===== config.mk =====
export PLATFORM = sky130hd
export DESIGN_NAME = seq_divider_flat
export DESIGN_NICKNAME = d
export VERILOG_FILES = /design/src/rtl/seq_divider_if.sv /design/src/rtl/seq_divider.sv /design/src/flat_wrapper.sv
export SDC_FILE = /design/constraint.sdc
export NUM_CORES = 1
export LEC_CHECK = 0
export ABC_AREA = 1
export BUFFER_PORTS_ARGS = -buffer_cell sky130_fd_sc_hd__buf_2
export CAP_MARGIN = 25
export CORE_MARGIN = 2
export CORE_UTILIZATION = 40
export CTS_CLUSTER_DIAMETER = 60
export DETAILED_ROUTE_END_ITERATION = 7
export SYNTH_ARGS = -nofsm -noshare
export SYNTH_HDL_FRONTEND = slang
export SYNTH_SLANG_ARGS = --single-unit

===== constraint.sdc =====
create_clock -name clk -period 7.2 [get_ports clk]
set_input_delay 1.8 -clock clk [delete_from_list [all_inputs] [get_ports clk]]
set_output_delay 1.8 -clock clk [all_outputs]
set_load 0.01 [all_outputs]

===== src/rtl/seq_divider_if.sv =====
// Start/done handshake and operand/result bus between the control unit and seq_divider.
interface seq_divider_if;
  logic        start;
  logic [31:0] dividend;
  logic [31:0] divisor;
  logic        busy;
  logic        done;
  logic [31:0] quotient;
  logic [31:0] remainder;
  logic        div_by_zero;

  modport master (
    output start, dividend, divisor,
    input  busy, done, quotient, remainder, div_by_zero
  );

  modport slave (
    input  start, dividend, divisor,
    output busy, done, quotient, remainder, div_by_zero
  );
endinterface


===== src/rtl/seq_divider.sv =====
// Multi-cycle 32-bit non-restoring divider (quotient -> LO, remainder -> HI), one bit per clock.
// Define DIV_SIGNED_EN for signed operands; the default build divides unsigned.
//
// state | meaning
// IDLE  | waiting for start, results held
// SETUP | zero-divisor check, magnitudes and signs captured
// ITER  | 32 shift/add-subtract steps
// FIX   | remainder restore, sign correction, results written
// DONE  | done pulse for one cycle
module seq_divider (
  input  logic          clk,
  input  logic          reset,
  seq_divider_if.slave  dif
);

  typedef enum logic [2:0] {
    S_IDLE  = 3'd0,
    S_SETUP = 3'd1,
    S_ITER  = 3'd2,
    S_FIX   = 3'd3,
    S_DONE  = 3'd4
  } state_t;

  state_t      state_q, state_d;
  logic [31:0] opa_q, opa_d;
  logic [31:0] opb_q, opb_d;
  logic [32:0] p_q, p_d;
  logic [31:0] qr_q, qr_d;
  logic [5:0]  cnt_q, cnt_d;
  logic        qsign_q, qsign_d;
  logic        rsign_q, rsign_d;
  logic [31:0] quo_q, quo_d;
  logic [31:0] rem_q, rem_d;
  logic        dbz_q, dbz_d;

  logic [32:0] p_sh;
  logic [32:0] p_new;
  logic [31:0] p_fix;

  always_ff @(posedge clk) begin
    if (reset) begin
      state_q <= S_IDLE;
    end else begin
      state_q <= state_d;
    end
  end

  always_ff @(posedge clk) begin
    if (reset) begin
      opa_q   <= '0;
      opb_q   <= '0;
      p_q     <= '0;
      qr_q    <= '0;
      cnt_q   <= '0;
      qsign_q <= 1'b0;
      rsign_q <= 1'b0;
      quo_q   <= '0;
      rem_q   <= '0;
      dbz_q   <= 1'b0;
    end else begin
      opa_q   <= opa_d;
      opb_q   <= opb_d;
      p_q     <= p_d;
      qr_q    <= qr_d;
      cnt_q   <= cnt_d;
      qsign_q <= qsign_d;
      rsign_q <= rsign_d;
      quo_q   <= quo_d;
      rem_q   <= rem_d;
      dbz_q   <= dbz_d;
    end
  end

  always_comb begin
    state_d = state_q;
    case (state_q)
      S_IDLE:  if (dif.start) state_d = S_SETUP;
      S_SETUP: state_d = (opb_q == 32'd0) ? S_DONE : S_ITER;
      S_ITER:  if (cnt_q == 6'd31) state_d = S_FIX;
      S_FIX:   state_d = S_DONE;
      S_DONE:  state_d = S_IDLE;
      default: state_d = S_IDLE;
    endcase
  end

  // P may wrap in the shift when the divisor uses bit 31; the add/sub result still fits 33 bits.
  always_comb begin
    p_sh  = {p_q[31:0], qr_q[31]};
    p_new = p_q[32] ? (p_sh + {1'b0, opb_q}) : (p_sh - {1'b0, opb_q});
    p_fix = p_q[32] ? (p_q[31:0] + opb_q) : p_q[31:0];
  end

  always_comb begin
    opa_d   = opa_q;
    opb_d   = opb_q;
    p_d     = p_q;
    qr_d    = qr_q;
    cnt_d   = cnt_q;
    qsign_d = qsign_q;
    rsign_d = rsign_q;
    quo_d   = quo_q;
    rem_d   = rem_q;
    dbz_d   = dbz_q;
    case (state_q)
      S_IDLE: begin
        if (dif.start) begin
          opa_d = dif.dividend;
          opb_d = dif.divisor;
        end
      end
      S_SETUP: begin
        if (opb_q == 32'd0) begin
          quo_d = 32'hFFFF_FFFF;
          rem_d = opa_q;
          dbz_d = 1'b1;
        end else begin
`ifdef DIV_SIGNED_EN
          qr_d    = opa_q[31] ? (~opa_q + 32'd1) : opa_q;
          opb_d   = opb_q[31] ? (~opb_q + 32'd1) : opb_q;
          qsign_d = opa_q[31] ^ opb_q[31];
          rsign_d = opa_q[31];
`else
          qr_d    = opa_q;
          qsign_d = 1'b0;
          rsign_d = 1'b0;
`endif
          p_d   = '0;
          cnt_d = '0;
        end
      end
      S_ITER: begin
        p_d   = p_new;
        qr_d  = {qr_q[30:0], ~p_new[32]};
        cnt_d = cnt_q + 6'd1;
      end
      S_FIX: begin
        quo_d = qsign_q ? (~qr_q + 32'd1) : qr_q;
        rem_d = rsign_q ? (~p_fix + 32'd1) : p_fix;
        dbz_d = 1'b0;
      end
      default: ;
    endcase
  end

  always_comb begin
    dif.busy        = (state_q != S_IDLE);
    dif.done        = (state_q == S_DONE);
    dif.quotient    = quo_q;
    dif.remainder   = rem_q;
    dif.div_by_zero = dbz_q;
  end

endmodule


===== src/flat_wrapper.sv =====
// flat-port wrapper written by rule: the top's interface ports become plain ports
module seq_divider_flat 
  (clk, reset, dif_start, dif_dividend, dif_divisor, dif_busy, dif_done, dif_quotient, dif_remainder, dif_div_by_zero);
  seq_divider_if dif_i ();
  input  logic clk;
  input  logic reset;
  input wire logic [$bits(dif_i.start)-1:0] dif_start;
  input wire logic [$bits(dif_i.dividend)-1:0] dif_dividend;
  input wire logic [$bits(dif_i.divisor)-1:0] dif_divisor;
  output wire logic [$bits(dif_i.busy)-1:0] dif_busy;
  output wire logic [$bits(dif_i.done)-1:0] dif_done;
  output wire logic [$bits(dif_i.quotient)-1:0] dif_quotient;
  output wire logic [$bits(dif_i.remainder)-1:0] dif_remainder;
  output wire logic [$bits(dif_i.div_by_zero)-1:0] dif_div_by_zero;
  assign dif_i.start = dif_start;
  assign dif_i.dividend = dif_dividend;
  assign dif_i.divisor = dif_divisor;
  assign dif_busy = dif_i.busy;
  assign dif_done = dif_i.done;
  assign dif_quotient = dif_i.quotient;
  assign dif_remainder = dif_i.remainder;
  assign dif_div_by_zero = dif_i.div_by_zero;
  seq_divider u_core (.clk(clk), .reset(reset), .dif(dif_i));
endmodule

==> impl_results.md <==
- DR WL/cell: 16.1 µm
- Max FO, Critical Path: 5
- Setup bufs post-CTS: 0
- Final setup fails: 0
- HP Class: register to register
- Register area share after synthesis: 31.3%
- Util after Layout: a little under half
- Net Sw Power: 1.90 mW
- Std-Cell Rows: 65
- Core ar.: about 32,000 µm²
- Vias in the first global route: 12.3k
- Commonest non-fill, non-tap cells in the layout: nand2_1, inv_1, a21oi_1, dfxtp_1, o21ai_0
- MaxCap Viol Count: 0
- Drt first pass iters: 5
- Static leakage: 6.95 nW
- Initial antenna violation count: 0
- Combinational share of power: 41.6%
- Critical Path AT: 4.22 ns
- Sw Share: 42.3%
- I/O pin count: 134
- GR Overflow Total: 0
- FF+latch area: 4070 µm²
- Die area: 33,900 µm²
- PwrDens: between 300 and 400 nW/µm²
- Synthesis warning total: 0
- Hpwl dp: 30,100 µm
- Gate Count Post-Synth: 2,041
- Num CTS Buffers: 22
- Final GP Congestion: just over 0.9
- Clock Tree Buf Depth: 3
- Syn_nets: 2,176
- Hold bufs inserted after CTS: 0
- Vias/cell: ~5.2
- First-pass GRT wire length: 64,700 µm
- Area of the multi-input gates: 7580 µm²
- Die boundary width: 184 µm
- Final period util: a little over half
- Max_slew headroom: 32.7%
- H-tree depth: 1
- Count of cell types in the netlist: 40
- Die Y: between 150 and 200 µm
- Commonest non-fill, non-tap cell in the layout: nand2_1
- Sequential Power Share: 32.4%
- Initial Utilization: 40.9%
- Clock share of power: between 20% and 30%
- Port bufs: 133
- Crit. End Element: register
- Max-slew violation count: 0
- Total power: approximately 4.5 mW
- Status: finished clean
- Layout area overhead: 12.7%
- Setup TNS: 0 ns
- RSZ-0062 raised after global routing: no
- Root buffer cell: clkbuf_16
- Mean Syn Cell Area: 6.36 µm²
- TritonCTS clock tree: yes
- Via count: about 13k
- Drt total wl: 40,800 µm
- Reg clk slew, reported paths: around 0.060 ns
- Worst path required time: 7.57 ns
- Antenna Cells: 0
- Max Fclk: ~260 MHz
- CP startpoint kind: register
- Worst-margin pin slew: 1.01 ns
- GR Util All Layers: 23.7%
- Skew final: 0.0145 ns
- Internal: 2.59 mW
- Pin count of the biggest net entering global routing: 85
- Synth Cell Area: 13,000 µm²
- Maximum vdd ir drop: 0.173 mV
- Filler cells: 3,381
- Crit path time final: 3.85 ns
- Final ANT Viol Nets: 0
- DRT iter0 DRCs: 897
- Fin. Hold Viols: 0
- Clock sink count: 203
- Register bit total from synthesis: around 200
- Nets@finish: roughly 2.3k
- Clk Latency, worst-skew pair: about 0.52 ns
- Residual DRC count: 0
- CTS resizes: 0
- Crit Path Class: register to register
- Layout cell share with drive strength beyond 1: 9.69%
==> area by class of cell <==
class / instances / area share, %
multi-input combinational: 1495 / 51.9
sequential: 203 / 27.8
inverter: 256 / 6.58
timing repair buffer: 143 / 5.15
clock buffer: 30 / 4.38
tap: 402 / 3.44
clock inverter: 9 / 0.762
==> per-stage QoR <==
stage / cells / hold WS [ns] / worst slack (ns) / cell area, µm²
finish: 2538 / 0.459 / 3.35 / 14600
detailed placement: 2498 / 0.449 / 2.85 / 13800
CTS: 2537 / 0.459 / 3.37 / 14600
global placement: 2498 / 0.446 / 2.92 / 13800
floorplan: 2041 / 0.434 / 4.31 / 13000
global route: 2538 / 0.479 / 2.89 / 14600
==> power by group through the flow <==
stage | Sequential (mW) | Clock (mW) | Combinational (mW)
2_1_floorplan | 1.42 | 0 | 1.40
3_3_place_gp | 1.47 | 0 | 1.82
3_5_place_dp | 1.47 | 0 | 1.84
4_1_cts | 1.45 | 1.19 | 1.85
5_1_grt | 1.47 | 1.24 | 2.13
6_report | 1.45 | 1.16 | 1.87
==> layer usage <==
layer  track usage [%]  share of wire [%]  vias up
met5                 0                  0        -
met4              5.54                2.2        0
met3              2.92                5.4       56
met2              39.1                 45      339
met1              33.1                 47     6070
li1                  -                  -     6821
==> cells in the mapped netlist, drive strengths merged <==
| master | n | area share (%) |
|---|---|---|
| o21bai | 9 | 0.52 |
| nor3 | 16 | 0.69 |
| o21a | 3 | 0.17 |
| o21ai | 219 | 8.4 |
| inv | 256 | 7.4 |
| or2 | 5 | 0.24 |
| a31oi | 39 | 1.9 |
| buf | 27 | 1.2 |
| nor4 | 5 | 0.24 |
| nand2 | 558 | 16 |
| nand3 | 87 | 3.4 |
| a21o | 4 | 0.23 |
| o221ai | 12 | 0.81 |
| and3 | 1 | 0.048 |
| a211oi | 1 | 0.058 |
| dfxtp | 203 | 31 |
| o211ai | 10 | 0.58 |
| xor2 | 36 | 2.4 |
| a31o | 1 | 0.068 |
| nand3b | 10 | 0.58 |
| xnor2 | 10 | 0.67 |
| clkbuf | 60 | 1.7 |
| nand4 | 8 | 0.39 |
| nor2 | 162 | 5.0 |
| ha | 66 | 6.4 |
| o211a | 1 | 0.077 |
| a21oi | 229 | 8.8 |
| fa | 2 | 0.31 |
| and2 | 1 | 0.048 |
==> flip-flops by register name, indices dropped and copies added (netlist names), 3 cells and up <==
register / count
u_core.cnt_q: 6
u_core.dif.quotient: 32
u_core.dif.remainder: 32
u_core.opa_q: 32
u_core.opb_q: 32
u_core.p_q: 33
u_core.qr_q: 32
u_core.state_q: 3
==> worst max-delay path: stages (launching register included) <==
cell and delay [ns]:
dfxtp_1 0.32, inv_1 0.16, ha_1 0.24, nand2_2 0.11, inv_1 0.06, nand2_1 0.07
nor2_1 0.15, inv_1 0.08, nor2_1 0.34, nand2_1 0.12, nor2_1 0.20, nor2_1 0.07
xor2_1 0.18, ha_1 0.35, nand2_1 0.15, inv_1 0.05, a21oi_1 0.22, nand2_1 0.13
a21oi_1 0.14, nand2_1 0.08, nand2_1 0.07, nand3_1 0.19, nand2_1 0.15, a21oi_1 0.07
==> worst paths after layout <==
kind | start | end | slack (ns) | cells after the start
hold / removal | u_core.dif.quotient[3] | u_core.dif.quotient[3] | 0.46 | 2
hold reg to reg | u_core.dif.quotient[3] | u_core.dif.quotient[3] | 0.46 | 2
setup reg to reg | u_core.opb_q[1] | u_core.qr_q[0] | 3.35 | 23
setup / recovery | u_core.opb_q[1] | u_core.qr_q[0] | 3.35 | 23
==> cell families after synthesis <==
| group | after synthesis | share of synthesized area (%) |
|---|---|---|
| xor gates and xnor gates | 46 | 3.11 |
| adders and majority gates | 68 | 6.67 |
| buffers and inverters | 343 | 10.3 |
| AOI/OAI and AO/OA | 528 | 21.7 |
| and+or+nand+nor | 853 | 26.9 |
| DFF | 203 | 31.3 |
Note: power is estimated with default switching activity, not from simulation.
